**src/rtl/fetch_pkg.sv**
```systemverilog
// Shared types and sizing for the instruction-fetch stage.
package fetch_pkg;

  localparam logic [31:0] RESET_PC_DEFAULT = 32'h0000_0000;
  localparam int          FETCH_DEPTH      = 2;
  localparam int          DROP_W           = 8;

  function automatic int cnt_width(input int depth);
    return $clog2(depth) + 1;
  endfunction

  localparam int CNT_W = cnt_width(FETCH_DEPTH);

  typedef struct packed {
    logic [31:0] pc;
    logic [31:0] insn;
  } fetch_entry_t;

endpackage

```
**src/rtl/fetch_fifo.sv**
```systemverilog
// Small synchronous FIFO of fetch entries; used both as the PC queue and the instruction buffer.
module fetch_fifo
  import fetch_pkg::*;
#(
  parameter int DEPTH = FETCH_DEPTH
) (
  input  logic                        clk,
  input  logic                        rst_n,
  input  logic                        flush,
  input  logic                        push,
  input  fetch_entry_t                push_data,
  input  logic                        pop,
  output fetch_entry_t                head,
  output logic [cnt_width(DEPTH)-1:0] count,
  output logic                        empty,
  output logic                        full
);

  localparam int PW = $clog2(DEPTH);
  localparam int CW = cnt_width(DEPTH);

  fetch_entry_t    mem [DEPTH];
  logic [PW-1:0]   rd_ptr;
  logic [PW-1:0]   wr_ptr;
  logic            do_push;
  logic            do_pop;

  // A push into a full FIFO is accepted only when the head leaves in the same cycle.
  assign do_pop  = pop && !empty;
  assign do_push = push && (!full || do_pop);

  assign empty = (count == '0);
  assign full  = (count == CW'(DEPTH));
  assign head  = mem[rd_ptr];

  always_ff @(posedge clk) begin
    if (do_push && !flush) begin
      mem[wr_ptr] <= push_data;
    end
  end

  always_ff @(posedge clk or negedge rst_n) begin
    if (!rst_n) begin
      rd_ptr <= '0;
      wr_ptr <= '0;
      count  <= '0;
    end else if (flush) begin
      rd_ptr <= '0;
      wr_ptr <= '0;
      count  <= '0;
    end else begin
      if (do_push) begin
        wr_ptr <= wr_ptr + PW'(1);
      end
      if (do_pop) begin
        rd_ptr <= rd_ptr + PW'(1);
      end
      count <= count + CW'(do_push) - CW'(do_pop);
    end
  end

endmodule

```
**src/rtl/fetch_unit.sv**
```systemverilog
// Instruction-fetch stage: PC generation, credit-limited memory requests, response buffering
// and redirect handling with drop accounting for wrong-path words still in flight.
module fetch_unit
  import fetch_pkg::*;
#(
  parameter logic [31:0] RESET_PC = RESET_PC_DEFAULT,
  parameter int          DEPTH    = FETCH_DEPTH
) (
  input  logic        clk,
  input  logic        rst_n,
  input  logic        redirect_valid,
  input  logic [31:0] redirect_pc,
  output logic        imem_req_valid,
  output logic [31:0] imem_req_addr,
  input  logic        imem_req_ready,
  input  logic        imem_rsp_valid,
  input  logic [31:0] imem_rsp_data,
  input  logic        id_ready,
  output logic        valid_out,
  output logic [31:0] pc_out,
  output logic [31:0] instruction_out
);

  localparam int CW = cnt_width(DEPTH);

  logic [31:0]       fetch_pc;
  logic [CW-1:0]     outstanding;
  logic [DROP_W-1:0] drop_cnt;

  fetch_entry_t      pcq_in;
  fetch_entry_t      pcq_head;
  logic [CW-1:0]     pcq_count;
  logic              pcq_empty;
  logic              pcq_full;

  fetch_entry_t      buf_in;
  fetch_entry_t      buf_head;
  logic [CW-1:0]     buf_count;
  logic              buf_empty;
  logic              buf_full;

  logic              credit_ok;
  logic              req_fire;
  logic              rsp_drop;
  logic              rsp_keep;
  logic              buf_pop;

  // Buffered plus in-flight words never exceed DEPTH, so every kept response has a slot.
  assign credit_ok      = (int'(buf_count) + int'(outstanding)) < DEPTH;
  assign imem_req_valid = rst_n && !redirect_valid && credit_ok;
  assign imem_req_addr  = fetch_pc;
  assign req_fire       = imem_req_valid && imem_req_ready;

  assign rsp_drop = imem_rsp_valid && (drop_cnt != '0);
  assign rsp_keep = imem_rsp_valid && (drop_cnt == '0) && !redirect_valid;
  assign buf_pop  = valid_out && id_ready && !redirect_valid;

  assign valid_out       = !buf_empty;
  assign pc_out          = valid_out ? buf_head.pc   : '0;
  assign instruction_out = valid_out ? buf_head.insn : '0;

  always_comb begin
    pcq_in      = '0;
    pcq_in.pc   = fetch_pc;
    buf_in      = pcq_head;
    buf_in.insn = imem_rsp_data;
  end

  fetch_fifo #(.DEPTH(DEPTH)) u_pc_queue (
    .clk       (clk),
    .rst_n     (rst_n),
    .flush     (redirect_valid),
    .push      (req_fire),
    .push_data (pcq_in),
    .pop       (rsp_keep),
    .head      (pcq_head),
    .count     (pcq_count),
    .empty     (pcq_empty),
    .full      (pcq_full)
  );

  fetch_fifo #(.DEPTH(DEPTH)) u_insn_buf (
    .clk       (clk),
    .rst_n     (rst_n),
    .flush     (redirect_valid),
    .push      (rsp_keep),
    .push_data (buf_in),
    .pop       (buf_pop),
    .head      (buf_head),
    .count     (buf_count),
    .empty     (buf_empty),
    .full      (buf_full)
  );

  // On redirect every live request becomes a wrong-path word to be swallowed later.
  always_ff @(posedge clk or negedge rst_n) begin
    if (!rst_n) begin
      fetch_pc    <= RESET_PC;
      outstanding <= '0;
      drop_cnt    <= '0;
    end else if (redirect_valid) begin
      fetch_pc    <= redirect_pc & 32'hFFFF_FFFC;
      outstanding <= '0;
      drop_cnt    <= drop_cnt + DROP_W'(outstanding) - DROP_W'(imem_rsp_valid);
    end else begin
      if (req_fire) begin
        fetch_pc <= fetch_pc + 32'd4;
      end
      outstanding <= outstanding + CW'(req_fire) - CW'(rsp_keep);
      if (rsp_drop) begin
        drop_cnt <= drop_cnt - DROP_W'(1);
      end
    end
  end

  a_rsp_expected: assert property (@(posedge clk) disable iff (!rst_n)
    imem_rsp_valid |-> (outstanding != '0 || drop_cnt != '0));
  a_addr_aligned: assert property (@(posedge clk) disable iff (!rst_n)
    imem_req_addr[1:0] == 2'b00);
  a_pcq_tracks:   assert property (@(posedge clk) disable iff (!rst_n)
    pcq_count == outstanding);
  a_pcq_room:     assert property (@(posedge clk) disable iff (!rst_n)
    req_fire |-> !pcq_full);
  a_pcq_has_pc:   assert property (@(posedge clk) disable iff (!rst_n)
    rsp_keep |-> !pcq_empty);
  a_buf_room:     assert property (@(posedge clk) disable iff (!rst_n)
    (rsp_keep && !buf_pop) |-> !buf_full);

endmodule

```
**config.mk**
```make
export PLATFORM = sky130hd
export DESIGN_NAME = fetch_unit
export DESIGN_NICKNAME = d
export VERILOG_FILES = /design/src/rtl/fetch_pkg.sv /design/src/rtl/fetch_fifo.sv /design/src/rtl/fetch_unit.sv
export SDC_FILE = /design/constraint.sdc
export NUM_CORES = 1
export LEC_CHECK = 0
export CORE_MARGIN = 3
export CORE_UTILIZATION = 39
export DETAILED_ROUTE_END_ITERATION = 10
export GPL_TIMING_DRIVEN = 0
export PLACE_DENSITY = 0.68
export SKIP_LAST_GASP = 1
export SYNTH_ARGS = -nofsm -noshare
export SYNTH_HDL_FRONTEND = slang
export SYNTH_SLANG_ARGS = --single-unit
export TNS_END_PERCENT = 20
```
**constraint.sdc**
```tcl
create_clock -name clk -period 6.7 [get_ports clk]
set_clock_uncertainty 0.15 [all_clocks]
set_input_delay 1.34 -clock clk [delete_from_list [all_inputs] [get_ports clk]]
set_output_delay 1.34 -clock clk [all_outputs]
set_load 0.03 [all_outputs]
```
Word-level counts from Yosys, hierarchy flattened
Memory sizes are Yosys's and may differ from the RTL's.
Index checks and enable logic that the tools add are counted.
- flip-flop bits (word level): 50
- bits in writable memories: 192
- input port bits: 70
- output and inout port bits: 98
- word-level logic and storage cells: 81
- memories kept: 2
- memories (name ; words ; width ; read ports ; clocked after Yosys merged registers in ; write ports ; line ; text):
    u_insn_buf.mem ; 2 ; 64 ; 1 ; 0 ; 1 ; fetch_fifo.sv:22 ; fetch_entry_t mem [DEPTH];
    u_pc_queue.mem ; 2 ; 32 ; 1 ; 0 ; 1 ; fetch_fifo.sv:22 ;
- $add $sub $neg: 15
- $lt $le $gt $ge: 1
- equal/unequal tests: 2
- mux-type cells: 21
- reduce and logical (&&, ||, !) cells: 31
- operator list (operator ; count):
    $mux 32 ; 4
    $add 32x3->32 const B ; 1
    $mux 8 ; 2
    $logic_and 1x1->1 ; 14
    $mux 1 ; 12
    $reduce_bool 2->1 ; 6
    $add 8x2->8 ; 1
    $logic_not 8->1 ; 1
    $reduce_bool 8->1 ; 1
    $sub 8x1->8 ; 1
    $sub 8x1->8 const B ; 1
    $add 2x1->2 ; 3
    $mux 2 ; 3
    $sub 2x1->2 ; 3
    $logic_not 1->1 ; 5
    $add 1x1->1 const B ; 4
    $eq 2x2->1 const B ; 2
    $logic_not 2->1 ; 2
    $add 2x2->3 ; 1
    $lt 3x2->1 const B ; 1
    $logic_or 1x1->1 ; 2

Depth between registers and ports, before layout
- word-level depth: 10
- mapped depth: 12
- mapped depth without buffers: 11

By module
A second synthesis with hierarchy kept.
- cells, all modules: 861
- area total of the unflattened synthesis: 13137.6 sq um
- by module, submodules not included (module ; times used ; cells each ; area an instance (sq um) ; seq. area each (sq um)):
    fetch_fifo ; 2 ; 228 ; 4902.2 ; 3943.8
    fetch_unit ; 1 ; 405 ; 3333.2 ; 1001.0

Least setup slack after synthesis
OpenSTA, ideal clock, no wires.
- path type: input -> register
- start: input port redirect_valid
- end: memory u_insn_buf.mem[0][0] (netlist name) (enable)
- library setup time: 490 ps
- arrival: 4735 ps
- data required time: 6060 ps
- slack: 1326 ps
- stages on the path: 6
- buffers on the path: 1
- path through: buf_6 > inv_1 > nand3_1 > inv_1 > o31a_1 > nor2b_1
- word-level cells in the longest chain between the ends: 8
- elaborated cells between the ends (all ways): 9
- classes of those cells: 2 x mux; 7 x reduce/logical
- ends and longest elaborated chain (element ; line ; text):
    start: declaration ; fetch_unit.sv:11 ; input logic redirect_valid,
    $logic_not 1->1 (*) ; fetch_fifo.sv:37, fetch_unit.sv:55, fetch_unit.sv:56 ;
    $logic_and 1x1->1 ; fetch_unit.sv:56 ; assign buf_pop = valid_out && id_ready && !redirect_valid;
    $logic_and 1x1->1 ; fetch_fifo.sv:29 ; assign do_pop = pop && !empty;
    $logic_or 1x1->1 ; fetch_fifo.sv:30 ; assign do_push = push && (!full || do_pop);
    $logic_and 1x1->1 ; fetch_fifo.sv:30 ;
    $logic_and 1x1->1 (*) ; fetch_fifo.sv:37 ; if (do_push && !flush) begin
    $mux 1 (*) ; fetch_fifo.sv:37 ;
    $mux 1 (implied by the code) (*) ; fetch_fifo.sv:38 ; mem[wr_ptr] <= push_data;
    end: declaration ; fetch_fifo.sv:22 ;
Mark *: on every way between the ends. The rest lies on a longest branch, timed or not.

Worst setup path in the final report
- start: register u_insn_buf.rd_ptr
- end: output port pc_out[23]
- word-level cells in the longest chain between the ends: 2
- ends and longest elaborated chain (element ; line ; text):
    start: declaration ; fetch_fifo.sv:23 ; logic [PW-1:0] rd_ptr;
    start signal: assignment ; fetch_fifo.sv:56 ; rd_ptr <= rd_ptr + PW'(1);
    $mem_v2 2x64 ; -- ;
    $mux 32 ; fetch_unit.sv:59 ; assign pc_out = valid_out ? buf_head.pc : '0;
    end: declaration ; fetch_unit.sv:20 ; output logic [31:0] pc_out,
No other way between the ends.

==> out/metrics.csv <==
stage;metric;value;unit
critical_path;crit path max fanout;10;
cells_and_area;non-filler cells, final;1262;
timing;final worst slack;2080;ps
placement;Placer Congestion;0.846;
pwr;Cell Int Power;2.71;mW
routing;Post-DRT Antenna Nets;0;
cts;Setup Buffers After CTS;0;
routing;wire per inst;18.2;um
pwr;sequential share of power;0.460;
critical_path;Setup crit start kind;flop;
cts;Post-CTS Hold Buffers;0;
timing;RSZ-0062 raised after global routing;no;
timing;Max Slew Vio Count;0;
routing;initial DRC count;398;
pwr;post-layout power;3.67;mW
die;Die Y;167;um
logic_synthesis;area leader, netlist;edfxtp_1;
cts;CTS tree;built;
global_route;first-pass GRT wire length;35900;um
timing;maximum clock rate;0.216;GHz
die;core area;25300;um^2
min_path;Hold Crit Start;imem_req_addr[8];
critical_path;worst endpoint data arrival time;3130;ps
cells_and_area;Final nets;1011;
timing;Least-Margin Pin Slew;1190;ps
placement;I/O Buffers;160;
cts;clock-pin slew on the worst setup and hold paths;60;ps
timing;Hold Violations, Final;0;
cells_and_area;fill count;2097;
pwr;NetSw;0.958;mW
global_route;initial antenna violation count;0;
critical_path;worst r2r dst;u_pc_queue.mem[1][17];
routing;Vias;6368;
critical_path;WS Path Type;reg2out;
logic_synthesis;Netlist cell types;55;
logic_synthesis;sequential area share after synthesis;0.665;
cts;CTS max path bufs;3;
logic_synthesis;Async SR Flop Fraction;0.207;
min_path;worst hold stages;0;
timing;fin crit period;4620;ps
min_path;hold path endpoint;u_pc_queue.mem[1][8];
routing;routed vias/inst;5.05;
pwr;Leak;4.56;nW
cells_and_area;area occupied by multi-input gates;3100;um^2
timing;Max-slew headroom;0.206;
critical_path;R2R Setup Slk;3370;ps
placement;DP Area;12200;um^2
routing;TritonRoute pass-1 iters;5;
pwr;VDD IR max;0.000205;V
timing;total negative setup slack;0;ps
cells_and_area;most common cell after layout, fill and taps aside;edfxtp_1;
logic_synthesis;Ys Warns;0;
global_route;vias in the first global route;6280;
logic_synthesis;Post-synth EDFFs;184;
cts;clock sink count;232;
logic_synthesis;synthesized area per cell;14.0;um^2
cells_and_area;commonest cells after routing, fill and taps aside;edfxtp_1 (184), clkdlybuf4s50_1 (159), nor2_1 (86), mux2i_1 (71), dfrtp_1 (48);
cells_and_area;Sequential Area;6730;um^2
die;io pins;168;
die;FP Rows;58;
logic_synthesis;Seq cells post-synth;232;
pwr;combinational power share;0.181;
cells_and_area;n_diodes;0;
cells_and_area;cell area after layout;13000;um^2
global_route;largest net degree at the start of global routing;44;
cells_and_area;Layout area overhead;28.9;%
routing;DRT Wirelength;22900;um
logic_synthesis;top-area cell type share of the netlist area;0.546;
critical_path;R2R cell count;8;
cts;worst skew pair latency;510;ps
routing;residual DRC count;0;
cts;Max H-tree Level;1;
logic_synthesis;Synth Instances;722;
flow_run;max-cap viol count;0;
pwr;switching part of the total;0.261;
die;overall die area;27900;um^2
placement;DPL Wire Length;16100;um
critical_path;required time of the critical path;5210;ps
cts;post-cts resize count;0;
cells_and_area;layout cell share with drive strength beyond 1;0.109;
global_route;global route overflow;0;
cts;Root Buffer;clkbuf_16;
placement;placed cells;1219;
global_route;gr usage total;0.162;
timing;period utilisation layout;0.690;
logic_synthesis;Post-Syn Area;10100;um^2
critical_path;Critical Path Sink Type;output port;
die;Chip Width;167;um
outcome;status;completed;
pwr;Clock power frac;0.359;
min_path;Min-Delay Path Class;reg2reg;
critical_path;Worst R2R Start;outstanding[0];
placement;Setup Slack @ Placement;2320;ps
logic_synthesis;Primary FF master, synth;edfxtp_1;
cts;CTS Buf Count;24;
pwr;PwrDens;281;nW/um^2
timing;# setup viols final;0;
logic_synthesis;Synth area leaders;edfxtp_1 (55%), dfrtp_1 (12%), mux2i_1 (7.0%);
die;Initial Util;0.399;
-- synth_stat cells, types with 8 or more instances --
library cell  count
clkbuf_1         14
dfrtp_1          48
edfxtp_1        184
ha_1             24
inv_1            33
mux2_2           32
mux2i_1          71
nand2_1          40
nand3_1          20
nor2_1           86
nor2b_1           8
o211ai_1         15
o21ai_0          18
o311ai_1          8
xnor2_1          11
-- metal layers --
layer,part of all wire,routed length (um),track usage
met4,0.016,363,0.0359
met2,0.51,11700,0.286
met3,0.059,1350,0.0294
met5,0,0,0
met1,0.42,9540,0.210
-- worst max path at each step --
| stage | startpoint | end | slack (ps) | depth (start not counted) |
|---|---|---|---|---|
| floorplan | redirect_valid | u_insn_buf.mem[0][0] | 1330 | 6 |
| global placement | imem_rsp_valid | u_insn_buf.mem[0][30] | -1060 | 5 |
| detailed placement | rst_n | imem_req_valid | 2320 | 3 |
| CTS | u_insn_buf.count[1] | pc_out[24] | 1960 | 4 |
| global route | u_insn_buf.rd_ptr | instruction_out[23] | 1830 | 5 |
| finish | u_insn_buf.rd_ptr | pc_out[23] | 2080 | 5 |
-- power groups by stage --
stage | clock, mW | sequential, mW | combinational [mW]
3_3_place_gp | 0 | 1.72 | 0.643
2_1_floorplan | 0 | 1.73 | 0.418
3_5_place_dp | 0 | 1.72 | 0.663
5_1_grt | 1.41 | 1.70 | 0.737
4_1_cts | 1.34 | 1.69 | 0.665
6_report | 1.32 | 1.69 | 0.662
-- cells by family after synthesis --
| family | after synthesis | share of synthesized area |
|---|---|---|
| muxes | 103 | 0.106 |
| and+or+nand+nor | 192 | 0.0910 |
| buffers and inverters | 68 | 0.0302 |
| AOI/OAI and AO/OA | 83 | 0.0589 |
| other | 1 | 0.000371 |
| xor gates and xnor gates | 17 | 0.0147 |
| adders and majority gates | 26 | 0.0337 |
| DFF | 232 | 0.665 |
-- metrics by stage --
stage / utilization / hold WS, ps
after detailed placement: 0.483 / 335
final: 0.515 / 357
after global routing: 0.515 / 384
after global placement: 0.479 / 327
after CTS: 0.515 / 352
after floorplan: - / 313
-- worst max-delay path: stages (launching register included) --
cell	delay (ps)
dfrtp_1	320
clkbuf_1	630
buf_1	650
mux2i_1	200
nor2_1	130
clkdlybuf4s50_1	680
-- sequential cells by signal (all words and copies together) (netlist names) --
name / cells
u_insn_buf.wr_ptr: 1
u_insn_buf.mem: 124
outstanding: 2
drop_cnt: 8
u_insn_buf.count: 2
u_pc_queue.count: 2
u_pc_queue.wr_ptr: 1
u_pc_queue.rd_ptr: 1
imem_req_addr: 30
u_pc_queue.mem: 60
u_insn_buf.rd_ptr: 1
-- layout make-up --
| type | count | area share |
|---|---|---|
| Clock buffer | 31 | 0.0520 |
| Tap cell | 330 | 0.0317 |
| Multi-Input combinational cell | 425 | 0.238 |
| Buffer | 34 | 0.0136 |
| Timing Repair Buffer | 164 | 0.130 |
| Clock inverter | 12 | 0.00883 |
| Sequential cell | 232 | 0.516 |
| Inverter | 34 | 0.00979 |
No activity file was read; power rests on OpenSTA's default activity.
==> variant 1: new RTL, same settings <==
The package constant `DROP_W` goes from 8 to 12.
--- a/src/rtl/fetch_pkg.sv
+++ b/src/rtl/fetch_pkg.sv
@@ -5,3 +5,3 @@
   localparam int          FETCH_DEPTH      = 2;
-  localparam int          DROP_W           = 8;
+  localparam int          DROP_W           = 12;
 
Check against the original RTL: no difference found for any inputs over 4 cycles, from zero or initial values and one cycle with rst_n low; that may be too few to reach the edited logic, so the function may still have changed.
==> variant 1 against the original RTL <==
- count of clock-buffer cells in the layout is 4 higher
- largest cell class unchanged
- sequential cell count is 4 higher
- wire length is 11% higher
- register-to-register slack worse by 110 ps
- sequential share of layout area is 2.3 points lower
- critical endpoint is now pc_out[20]
- area after synthesis is 6.0% higher
- combinational power is 42% higher
- highest routed layer unchanged
- utilization is 0.060 points lower
- critical path depth is 1 lower
- worst setup slack worse by 28 ps
- worst hold slack better by 25 ps
- final cell count is 9.7% higher
- total power is 12% higher
- cell area is 6.3% higher
==> variant 1: results (changes against the original RTL) <==
- Clock root cell: clkbuf_16
- Post-synth EDFFs: 184 (unchanged)
- Leak: 0.00494 uW (+8.4%)
- Prevailing post-synth register cell: edfxtp_1
- Overall routing resource usage: 0.169 (+0.00660)
- Asr flop ratio synth: 0.220 (+0.0134)
- Biggest register: u_insn_buf.mem
- Met3 Usage GRT: 0.0303 (+0.000905)
- DP Wirelength: 18200 um (+14%)
- Post-synthesis cell type count: 62 (+13%)
- FF-to-FF setup slack: 3260 ps (-110 ps)
- WS Path Type: flip-flop to output pin
- Antenna violations before repair: 0 (unchanged)
- Vias in the first global route: 6991 (+11%)
- Sequential area share after synthesis: 0.637 (-0.0283)
- Clock latency on the worst-skew pair: 530 ps (+20 ps)
- Filler cell count: 2264 (+8.0%)
- Met2 Use GR: 0.295 (+0.00923)
- Post-synthesis compound-gate area fraction: 0.0642 (+0.00530)
- Post-Synth XOR/XNOR Area: 0.0196 (+0.00489)
- Critical path origin: u_insn_buf.count[1]$_DFF_PN0_
- Drt first-iter violations: 515 (+29%)
- Max reg flops: 124 (unchanged)
- Port buffer count: 161 (+0.63%)
- Hold path start: imem_req_addr[13]$_DFFE_PN0N_
- Clock slew at reported path FFs: 60 ps (about the same)
- Worst slew margin: 0.133 (-0.0730)
- Largest net degree at the start of global routing: 31 (-30%)
- CP arrival: 3160 ps (+30 ps)
- TritonCTS Buffers: 26 (+8.3%)
- Area of the mapped netlist: 10700 um2 (+6.0%)
- Layout cell share with drive strength beyond 1: 0.110 (+0.000711)
- Top post-synthesis cells by area: edfxtp_1 (52%), dfrtp_1 (12%), mux2i_1 (6.4%), ha_1 (4.0%), nor2_1 (3.4%)
- Post-DR wirelength/cell: 18.4 um (+1.4%)
- Ant diodes: 0 (unchanged)
- First-pass GRT wire length: 38800 um (+8.3%)
- Worst ir drop on vdd: 0.164 mV (-20%)
- Synth Area in Adders: 0.0434 (+0.00977)
- DP Worst Slack: 1970 ps (-343 ps)
- Hold WS: 381 ps (+24.6 ps)
- Crit Path Max Fanout: 10 (unchanged)
- Drt first pass iters: 5 (unchanged)
- Synth cell count leaders: edfxtp_1 (184), nor2_1 (97), mux2i_1 (68)
- Nets: 1131 (+12%)
- Mux contribution to synthesized area: 0.0971 (-0.00880)
- RR Startpoint: u_insn_buf.count[0]$_DFF_PN0_
- H-Tree Depth: 1 (unchanged)
- GR Util met1: 0.213 (+0.00282)
- Final RePlAce weighted congestion: 0.857 (+1.2%)
- Longest Clk Path Bufs: 3 (unchanged)
- Post_cts resized: 0 (unchanged)
- Run status: finished, final reports clean
- Detailed-route via count: 7166 (+13%)
- Final min period: 4650 ps (+28.1 ps)
- Min-Delay Path Class: flip-flop to flip-flop
- Fin Setup TNS: 0 ps (unchanged)
- Post-CTS Setup Inserts: 0 (unchanged)
-- variant 1: routing by layer --
layer / up-vias / wire (um)
li1: 3395 / -
met1: 3490 / 10600
met2: 231 / 12500
met3: 50 / 1690
met4: 0 / 749
met5: - / 0
-- variant 1: layout make-up --
| cell class | count | area (um2) | share of cell area |
|---|---|---|---|
| Buffer | 37 | 180 | 0.0130 |
| Clock buffer | 35 | 736 | 0.0531 |
| Clock inverter | 12 | 153 | 0.0110 |
| Inverter | 36 | 135 | 0.00976 |
| Multi-Input combinational cell | 511 | 3620 | 0.261 |
| Sequential cell | 236 | 6830 | 0.493 |
| Tap cell | 341 | 427 | 0.0308 |
| Timing Repair Buffer | 177 | 1780 | 0.128 |
-- variant 1: where the power goes --
group	total (uW)	switching [uW]	internal (uW)
Sequential	1720	65.9	1660
Combinational	937	524	412
Clock	1460	570	889
Total	4120	1160	2960
-- variant 1: cells by family after synthesis --
group | count (synthesis)
compound gates | 106
xor+xnor | 24
fa+ha+maj | 36
buf+inv | 73
flops | 236
mux | 100
other cells | 1
simple gates | 241
-- variant 1: worst max-delay path, stage by stage, from the launching register on --
cell	delay (ps)
dfrtp_1	450
nor2_1	990
clkbuf_1	440
nor2_1	110
clkdlybuf4s50_1	630
-- variant 1: path summary, 6_finish.rpt --
kind / to / depth (start not counted)
min reg2reg: imem_req_addr[13]$_DFFE_PN0N_ / 1
max in group asynchronous: u_pc_queue.count[0]$_DFF_PN0_ / 2
max reg2reg: u_pc_queue.mem[1][20]$_DFFE_PP_ / 9
min in group asynchronous: drop_cnt[3]$_DFFE_PN0P_ / 1
min: imem_req_addr[13]$_DFFE_PN0N_ / 1
max: pc_out[20] / 4
-- variant 1: per-stage QoR --
step / instances / area [um2] / util
2_1_floorplan: 820 / 10700 / -
3_3_place_gp: 1322 / 12800 / 0.474
3_5_place_dp: 1338 / 13000 / 0.481
4_1_cts: 1385 / 13900 / 0.514
5_1_grt: 1385 / 13900 / 0.514
6_report: 1385 / 13900 / 0.514
==> variant 2: new RTL, same flow settings <==
Made on the original files. One comparison of `count` changes from == to >=.
--- a/src/rtl/fetch_fifo.sv
+++ b/src/rtl/fetch_fifo.sv
@@ -32,3 +32,3 @@
   assign empty = (count == '0);
-  assign full  = (count == CW'(DEPTH));
+  assign full  = (count >= CW'(DEPTH));
   assign head  = mem[rd_ptr];
Behaviour: no difference found for any inputs over 4 cycles, from zero or initial values and one cycle with rst_n low; that may be too few to reach the edited logic, so the function may still have changed.
==> variant 2 against the original RTL <==
- cell area is 0.35% higher
- critical path type is now primary input to output pin
- sequential share of layout area is 0.18 points lower
- total power is 0.89% higher
- area after synthesis is 0.15% lower
- wire length is 1.6% higher
- sequential power hardly changed
- combinational power is 3% lower
- clock power is 4% higher
- sequential cell count stayed put
- worst setup slack worse by 160 ps
- synthesized cell count is 1.7% higher
==> variant 2: results (changes against the original RTL) <==
- Overall routing resource usage: 0.165 (+0.00268)
- Drt first pass iters: 6 (+1)
- Layout cell share with drive strength beyond 1: 0.0960 (-0.0135)
- Clock latency on the worst-skew pair: between 500 and 600 ps
- DP Wirelength: 16200 um (+1.1%)
- Max-slew violations: 0 (unchanged)
- Sequential area share after synthesis: 0.666 (+0.000989)
- Crit Path Max Fanout: 26 (+16)
- Run status: finished, final reports clean
- Post-synthesis cell type count: 51 (-7.3%)
- Drt first-iter violations: 442 (+11%)
- Biggest register: u_insn_buf.mem
- FF-to-FF setup slack: 3310 ps (-60 ps)
- Filler cell count: 2166 (+3.3%)
- First-pass GRT wire length: 36300 um (+1.3%)
- Vias in the first global route: 6320 (+0.64%)
- Synth cell count leaders: edfxtp_1 (184), nor2_1 (92), mux2i_1 (69)
- Routed wire length: 23300 um (+1.6%)
- TritonCTS Buffers: 25 (+4.2%)
- Switching pwr: 952 uW (-0.63%)
- Clock root cell: clkbuf_16
- Hold WS: 364 ps (+7.31 ps)
- H-Tree Depth: 1 (unchanged)
- Antenna violations before repair: 0 (unchanged)
- Syn_area_per_cell: 13.8 um2 (-1.8%)
- DP Cell Count: 1232 (+1.1%)
- Largest net degree at the start of global routing: 41 (-6.8%)
- Leak: 0.00460 uW (+0.80%)
- Final RePlAce weighted congestion: 0.836 (-1.2%)
- Warnings from Yosys: 0 (unchanged)
- Worst slew pin tran: 871 ps (-315 ps)
- Top post-synthesis cells by area: edfxtp_1 (55%), dfrtp_1 (12%), mux2i_1 (6.8%), mux2_2 (3.5%), nor2_1 (3.4%)
- CP arrival: 3290 ps (+160 ps)
- Nets: 1027 (+1.6%)
- Post-DR wirelength/cell: 18.2 um (+0.24%)
- Vias per inst: 5.06 (+0.31%)
- Worst ir drop on vdd: 0.194 mV (-5.1%)
- Yosys top cell by area: edfxtp_1
- Post-synth EDFFs: 184 (unchanged)
[variant 2: cell count changes after synthesis, moves of 3 or more]
cell,unedited run,this run
o21ai_0,18,21
o211ai_1,15,9
nor2_1,86,92
nor2b_1,8,5
xnor2_1,11,14
clkbuf_1,14,26
buf_1,7,3
a21oi_1,7,11
o311ai_1,8,4
a221o_1,5,8
buf_2,4,1
nand4_1,6,11
and4_1,1,4
[variant 2: final timing paths]
| kind | from | endpoint |
|---|---|---|
| setup / recovery | rst_n | imem_req_valid |
| hold / removal | imem_req_addr[19]$_DFFE_PN0P_ | u_pc_queue.mem[0][19]$_DFFE_PP_ |
| setup reg to reg | outstanding[0]$_DFF_PN0_ | u_pc_queue.mem[1][21]$_DFFE_PP_ |
| hold reg to reg | imem_req_addr[19]$_DFFE_PN0P_ | u_pc_queue.mem[0][19]$_DFFE_PP_ |
| max in group asynchronous | rst_n | imem_req_addr[7]$_DFFE_PN0P_ |
| min in group asynchronous | rst_n | drop_cnt[4]$_DFFE_PN0P_ |
[variant 2: power groups by stage]
stage               clock (uW)  combinational [uW]  sequential [uW]
floorplan                    0                 409             1730
global placement             0                 628             1710
detailed placement           0                 639             1720
CTS                       1400                 644             1690
global route              1470                 724             1700
finish                    1370                 643             1690
[variant 2: final cells by class]
class                   instances  area, um2  area share
flip-flops and latches        232       6730       0.514
multi-input cells             434       3110       0.238
repair buffers                166       1710       0.131
clock buffers                  28        637      0.0487
well taps                     330        413      0.0316
clock inverters                17        188      0.0144
plain buffers                  35        155      0.0119
inverters                      36        135      0.0103
diodes                          1       2.50    0.000191
[variant 2: cell families (layout without fill, tap and decap cells)]
logic type / Yosys count / count (layout) / synth area share
and+or+nand+nor: 204 / 204 / 0.0952
DFF: 232 / 232 / 0.666
AOI/OAI and AO/OA: 79 / 79 / 0.0542
muxes: 100 / 100 / 0.103
adders and majority gates: 27 / 27 / 0.0349
xor gates and xnor gates: 20 / 20 / 0.0174
other: 1 / 5 / 0.000371
buffers and inverters: 71 / 282 / 0.0288
[variant 2: through the flow]
stage                     area (um2)  utilization  setup TNS [ps]  power, uW  worst slack, ps
after floorplan                10100            -               0       2140             1050
after global placement         12100        0.479         -117230       2340            -1510
after detailed placement       12200        0.483               0       2360             1910
after CTS                      13100        0.516               0       3730             1760
after global routing           13100        0.516               0       3890             1790
final                          13100        0.516               0       3700             1920
[variant 2: routing by layer]
metal,vias up,part of all wire,wire length (um),global-route usage
met5,-,0,0,0
met4,0,0.018,415,0.0377
met3,29,0.060,1390,0.0273
met2,196,0.48,11200,0.273
met1,3148,0.44,10300,0.230
li1,3101,-,-,-
[variant 2: worst register-to-register path, stage by stage (launching register included)]
cell and delay (ps):
dfrtp_1 430, and2_1 190, fa_1 430, or4b_4 570, nor2_4 120, inv_2 80
a21o_1 210, inv_1 100, and2_2 720
